[src/rtl/uart_tx_seq.sv]
// uart_tx_seq: walks the byte mux through select values 0..NUM_BYTES-1,
// captures each selected byte and serialises it as an 8N1 frame on tx.
// One burst per accepted start; done pulses for the first idle cycle after it.
module uart_tx_seq #(
    parameter int CLKS_PER_BIT = 868,
    parameter int NUM_BYTES    = 4
) (
    input  logic       clk,
    input  logic       rst_n,
    input  logic       start,
    input  logic [7:0] din,
    output logic [1:0] sel,
    output logic       tx,
    output logic       busy,
    output logic       done
);

    localparam int CW = (CLKS_PER_BIT > 1) ? $clog2(CLKS_PER_BIT) : 1;
    localparam logic [CW-1:0] BAUD_MAX = CW'(CLKS_PER_BIT - 1);
    localparam logic [1:0]    LAST_IDX = 2'(NUM_BYTES - 1);

    typedef enum logic [2:0] {
        S_IDLE  = 3'd0,
        S_LOAD  = 3'd1,
        S_START = 3'd2,
        S_DATA  = 3'd3,
        S_STOP  = 3'd4
    } state_t;

    state_t        state_r, state_s;
    logic [1:0]    idx_r, idx_s;
    logic [2:0]    bit_r, bit_s;
    logic [CW-1:0] baud_r, baud_s;
    logic [7:0]    shift_r, shift_s;
    logic [1:0]    sel_r, sel_s;
    logic          tx_r, tx_s;
    logic          busy_r, busy_s;
    logic          done_r, done_s;
    logic          baud_end_s;

    // State, datapath and registered outputs; reset abandons any frame in flight.
    always_ff @(posedge clk or negedge rst_n) begin
        if (!rst_n) begin
            state_r <= S_IDLE;
            idx_r   <= 2'd0;
            bit_r   <= 3'd0;
            baud_r  <= '0;
            shift_r <= 8'd0;
            sel_r   <= 2'd0;
            tx_r    <= 1'b1;
            busy_r  <= 1'b0;
            done_r  <= 1'b0;
        end else begin
            state_r <= state_s;
            idx_r   <= idx_s;
            bit_r   <= bit_s;
            baud_r  <= baud_s;
            shift_r <= shift_s;
            sel_r   <= sel_s;
            tx_r    <= tx_s;
            busy_r  <= busy_s;
            done_r  <= done_s;
        end
    end

    // Next-state logic; output registers are loaded from the values of the next state.
    always_comb begin
        state_s    = state_r;
        idx_s      = idx_r;
        bit_s      = bit_r;
        baud_s     = baud_r;
        shift_s    = shift_r;
        sel_s      = sel_r;
        done_s     = 1'b0;
        baud_end_s = (baud_r == BAUD_MAX);

        case (state_r)
            S_IDLE: begin
                sel_s = 2'd0;
                if (start) begin
                    state_s = S_LOAD;
                    idx_s   = 2'd0;
                end else begin
                    state_s = S_IDLE;
                end
            end
            S_LOAD: begin
                // sel already points at idx_r, so din is the byte to send
                shift_s = din;
                baud_s  = '0;
                bit_s   = 3'd0;
                state_s = S_START;
            end
            S_START: begin
                if (baud_end_s) begin
                    baud_s  = '0;
                    state_s = S_DATA;
                end else begin
                    baud_s  = baud_r + 1'b1;
                end
            end
            S_DATA: begin
                if (baud_end_s) begin
                    baud_s  = '0;
                    shift_s = {1'b0, shift_r[7:1]};
                    if (bit_r == 3'd7) begin
                        bit_s   = 3'd0;
                        state_s = S_STOP;
                    end else begin
                        bit_s   = bit_r + 3'd1;
                    end
                end else begin
                    baud_s  = baud_r + 1'b1;
                end
            end
            S_STOP: begin
                if (baud_end_s) begin
                    baud_s = '0;
                    if (idx_r == LAST_IDX) begin
                        state_s = S_IDLE;
                        idx_s   = 2'd0;
                        sel_s   = 2'd0;
                        done_s  = 1'b1;
                    end else begin
                        state_s = S_LOAD;
                        idx_s   = idx_r + 2'd1;
                        sel_s   = idx_r + 2'd1;
                    end
                end else begin
                    baud_s = baud_r + 1'b1;
                end
            end
            default: begin
                state_s = S_IDLE;
                idx_s   = 2'd0;
                bit_s   = 3'd0;
                baud_s  = '0;
                sel_s   = 2'd0;
            end
        endcase

        case (state_s)
            S_START: tx_s = 1'b0;
            S_DATA:  tx_s = shift_s[0];
            default: tx_s = 1'b1;
        endcase
        busy_s = (state_s != S_IDLE);
    end

    assign sel  = sel_r;
    assign tx   = tx_r;
    assign busy = busy_r;
    assign done = done_r;

endmodule
[config.mk]
export PLATFORM = sky130hd
export DESIGN_NAME = uart_tx_seq
export DESIGN_NICKNAME = d
export VERILOG_FILES = /design/src/rtl/uart_tx_seq.sv
export SDC_FILE = /design/constraint.sdc
export NUM_CORES = 1
export LEC_CHECK = 0
export BUFFER_PORTS_ARGS = -buffer_cell sky130_fd_sc_hd__buf_2
export CORE_UTILIZATION = 60
export CTS_BUF_LIST = sky130_fd_sc_hd__clkbuf_4
export DETAILED_ROUTE_END_ITERATION = 12
export GPL_ROUTABILITY_DRIVEN = 0
export PLACE_DENSITY = 0.8
export SYNTH_ARGS = -nofsm -noshare
export SYNTH_HDL_FRONTEND = slang
export SYNTH_SLANG_ARGS = --single-unit
[constraint.sdc]
create_clock -name clk -period 2.04 [get_ports clk]
set_input_delay 0.204 -clock clk [delete_from_list [all_inputs] [get_ports clk]]
set_output_delay 0.204 -clock clk [all_outputs]
set_load 0.01 [all_outputs]
# == Word-level counts from Yosys, hierarchy flattened ==
# Index checks and enable logic that the tools add are counted.
# word_totals
reg_bits,31
word_cells,60
# classes
n_eq_ne,12
bitwise,2
n_reduce_logical,10
mux,23
n_addsub,3
# op_table
cell,n
10-bit case mux with 2 select lines,1
3-bit two-way mux,6
8-bit case mux with 2 select lines,1
3-bit case mux with 5 select lines,1
3-bit by 2-bit equality test with 1-bit output (second input constant),4
10-bit by 1-bit adder with 10-bit output (second input constant),1
10-bit equality test (second input constant),1
10-bit two-way mux,1
3-bit OR reduction,3
8-bit two-way mux,1
3-bit equality test (second input constant),2
2-bit two-way mux,3
2-bit inequality test (second input constant),3
2-bit case mux with 3 select lines,1
3-bit case mux with 2 select lines,1
2-bit AND reduction,3
1-bit two-way mux,5
2-bit case mux with 2 select lines,1
3-bit by 1-bit adder with 3-bit output (second input constant),1
3-bit by 1-bit equality test with 1-bit output (second input constant),1
3-bit zero test,1
3-bit AND reduction,1
3-bit nonzero test,1
2-bit by 1-bit adder with 2-bit output (second input constant),1
other kinds (4),5

# == Longest topological paths before layout ==
# depth
word_depth,6
mapped_depth,7
ltp_nobuf,5

# == Least setup slack after synthesis ==
# No wires, ideal clock.
# synth_path
path_kind,register -> register
from,register baud_r[0]
to,register shift_r[1]
synth_period_minus_slack_ns,1.691
n_path_buf,2
required_time_ns,1.914
setup_slack_ns,0.349
stages_incl_launch_ff,8
arrival_ns,1.565
path_cell_list,dfrtp_1 > ha_1 > and2_0 > clkbuf_2 > and3_4 > buf_6 > and3_1 > a221o_1
# synth_between
elab_chain_len,3
# synth_lines
item,line_no,source
"start, declared",33,"logic [CW-1:0] baud_r, baud_s;"
"start signal, assigned",57,baud_r <= baud_s;
10-bit equality test,75,baud_end_s = (baud_r == BAUD_MAX);
2-bit inequality test (no line),-,
2-bit AND reduction (no line),-,
"end signal, assigned",58,shift_r <= shift_s;
"end, declared",34,"logic [7:0] shift_r, shift_s;"
# No other way between the ends.
# A chain may end at the register's enable or synchronous reset.

# == Final worst setup path ==
# layout_path
from,register baud_r[0]
to,register baud_r[3]
# layout_between
elab_chain_len,3
elab_cells_between_ends,4
classes_between,1 x add/sub; 1 x eq/ne; 2 x mux
# layout_lines
item,line_no,source
10-bit by 1-bit adder with 10-bit output or 10-bit equality test (tied branches),-,
10-bit two-way mux *,"95, 103, 117",
10-bit case mux with 2 select lines *,77,case (state_r)
# Mark *: on every way between the ends. The rest lies on a longest branch, timed or not.

==> flow_summary.yaml <==
cells_and_area:
  drive_gt1_frac: 0.202
  postLayoutCoreUtil: 0.719
  multi_input_area_um2: 822
  final_common_cell: "dfrtp_1"
  final_cell_mix: "dfrtp_1, buf_2, nor2_1"
  finish.net_count: 192
  n_antenna_cell: 0
  instances_no_fill: 208
  fill_cells: 197
  area_growth_pct: 9.84
  seqCellArea_um2: 777
setup_path:
  cp_slowest_cell: "dfrtp_1"
  reg2reg_to: "baud_r[3]"
  required_ns: 2.27
  worst-setup-path-type: "reg2reg"
  r2r_slack_ns: 0.15
  cp_max_fo: 21
  r2r-start: "baud_r[0]"
  path_cells: "ha_1, and2_1, and3_4, o211a_1, nor2_1"
  max_stage_delay_ns: 0.40
  end_kind: "flip-flop"
  start_kind: "flip-flop"
  worstPathArrival_ns: 2.11
  reg2regPathDepth: 5
power_and_ir_drop:
  power_w: 0.00100
  p_switching_w: 0.000225
  combPwrFrac: 0.030
  clkPwrFrac: 0.345
  peakVddDrop_mv: 0.475
  netSwitchingFraction: 0.225
  seqPwrFrac: 0.624
  p_int_w: 0.000775
  p_leak_nw: 0.851
  powerDensity_nw_per_um2: 547
routing:
  wl_um: 3510
  drc: 0
  final_antenna_net_count: 0
  drtIter0Drc: 45
  via_per_inst: 6.40
  vias: 1332
  first_pass_iters: 4
  wl_per_cell_um: 16.9
global_route:
  grt_pass1_vias: 1216
  antenna_found_initial: 0
  overflow: 0
  grt_pass1_wl_um: 5550
  grt_usage: 0.270
  grt_max_degree: 32
yosys:
  synth.cell_area_um2: 1670
  synth_ff_type: "dfrtp_1"
  syn_area_per_cell_um2: 10.6
  ys_async_sr_fraction: 1.00
  yosysSeqAreaShare: 0.466
  syn_nets: 172
  synth-seq-cells: 31
  synth_edf_count: 0
  ys_types: 46
  syn_inst: 157
  yosysWarnings: 0
place:
  hpwl_um: 2440
  portBuffers: 15
  dp.cells: 199
  dp_slack_ns: 0.121
floorplanning:
  io-pin-count: 16
  core_um2: 2540
  die_w_um: 54.7
  die_area_um2: 2990
  start_util: 0.655
  die_h_um: 54.7
  placementRows: 18
sta:
  finalCritPeriodShare: 0.924
  setup_viol: 0
  maxSlewViolCount: 0
  hold_viol_final: 0
  slew-limit-headroom: 0.548
  fmax_mhz: 530
  setup_tns_ns: 0
  tightestPinTransition_ns: 0.678
  fin_skew_ns: 0.0191
  min_period_ns: 1.89
  rsz0062_at_grt: "false"
  worst_slack_ns: 0.155
clock_network:
  clockBufferDepth: 2
  cts_tree: "built"
  insertion_delay_ns: 0.34
  cts_buffers: 5
  cts.htree.levels: 2
  cts.clk_slew.worst_paths_ns: 0.10
  root_buffer: "clkbuf_4"
  cts_setup_buffers: 0
  clkSinkCount: 31
hold_path:
  worst_hold_startpoint: "din[1]"
  hold_depth: 2
  hp-class: "in2reg"
  hold_end: "shift_r[1]"
run:
  drv_cap: 0
status:
  outcome: "completed"
cells in the mapped netlist, drive strengths merged, types with 3 or more instances:
cell type | number | area, um2
inv | 7 | 26.3
and3 | 10 | 67.6
mux2i | 4 | 40.0
a31oi | 6 | 37.5
xor2 | 8 | 70.1
a221o | 6 | 60.1
and2 | 5 | 31.3
buf | 4 | 28.8
ha | 4 | 50.1
clkbuf | 3 | 12.5
a211o | 3 | 26.3
o22ai | 3 | 18.8
nand4 | 3 | 33.8
nand2 | 6 | 25.0
nand3 | 5 | 25.0
o21ai | 4 | 20.0
dfrtp | 30 | 751
a31o | 3 | 26.3
nor2 | 14 | 52.6
power groups by stage:
| stage | combinational (W) | sequential, W | clock (W) |
|---|---|---|---|
| 2_1_floorplan | 0.00000686 | 0.000636 | 0 |
| 3_3_place_gp | 0.0000281 | 0.000636 | 0 |
| 3_5_place_dp | 0.0000295 | 0.000637 | 0 |
| 4_1_cts | 0.0000309 | 0.000625 | 0.000349 |
| 5_1_grt | 0.0000349 | 0.000626 | 0.000370 |
| 6_report | 0.0000303 | 0.000625 | 0.000346 |
what timing repair did:
item                                    4_1_cts  5_1_grt
endpoints found under the setup margin        0        9
hold buffers                                  1        0
gates resized for setup                       0        1
hold endpoints to repair                     30        0
logic make-up after synthesis:
logic type / share of synthesized area
buffers and inverters: 0.0405
adders and majority gates: 0.0300
AOI/OAI and AO/OA: 0.200
muxes: 0.0240
DFF: 0.466
xor gates and xnor gates: 0.0420
and+or+nand+nor: 0.197
layer usage:
| layer | track usage | part of all wire | wire, um |
|---|---|---|---|
| met2 | 0.428 | 0.50 | 1740 |
| met4 | 0.107 | 0.015 | 53 |
| met3 | 0.0611 | 0.051 | 179 |
| met5 | 0 | 0 | 0 |
| met1 | 0.354 | 0.44 | 1530 |
how the worst max path moves through the flow:
| stage | to | start | slack (ns) | depth (start not counted) |
|---|---|---|---|---|
| after global routing | baud_r[8] | baud_r[0] | 0.03 | 5 |
| after CTS | baud_r[3] | baud_r[0] | 0.09 | 5 |
| after detailed placement | baud_r[3] | baud_r[0] | 0.12 | 5 |
| after global placement | baud_r[2] | baud_r[0] | 0.20 | 5 |
| after floorplan | shift_r[1] | baud_r[0] | 0.35 | 7 |
| final | baud_r[3] | baud_r[0] | 0.15 | 5 |
cell type report:
| class | count | area share |
|---|---|---|
| inverters | 7 | 0.0144 |
| clock buffers | 6 | 0.0246 |
| multi-input cells | 112 | 0.449 |
| flip-flops and latches | 31 | 0.424 |
| repair buffers | 20 | 0.0629 |
| clock inverters | 2 | 0.00410 |
| well taps | 30 | 0.0205 |
worst max-delay path: cells and delay by family (launching register included):
| kind | cells | cell delay, ns |
|---|---|---|
| AND/OR/NAND/NOR | 3 | 0.77 |
| flip-flops | 1 | 0.40 |
| AO/OA/AOI/OAI | 1 | 0.36 |
| adder cells (fa/ha/maj) | 1 | 0.24 |
registers in the layout (all words and copies together), names as in the netlist, 2 cells and up:
signal and count:
idx_r 2, bit_r 3, shift_r 8, sel 2, baud_r 10, state_r 3
stage by stage:
stage | cell area, um2 | hold WS [ns]
2_1_floorplan | 1670 | -0.0916
3_3_place_gp | 1770 | 0.260
3_5_place_dp | 1770 | 0.272
4_1_cts | 1830 | 0.0880
5_1_grt | 1830 | 0.100
6_report | 1830 | 0.0928
(Power assumes the default switching activity.)
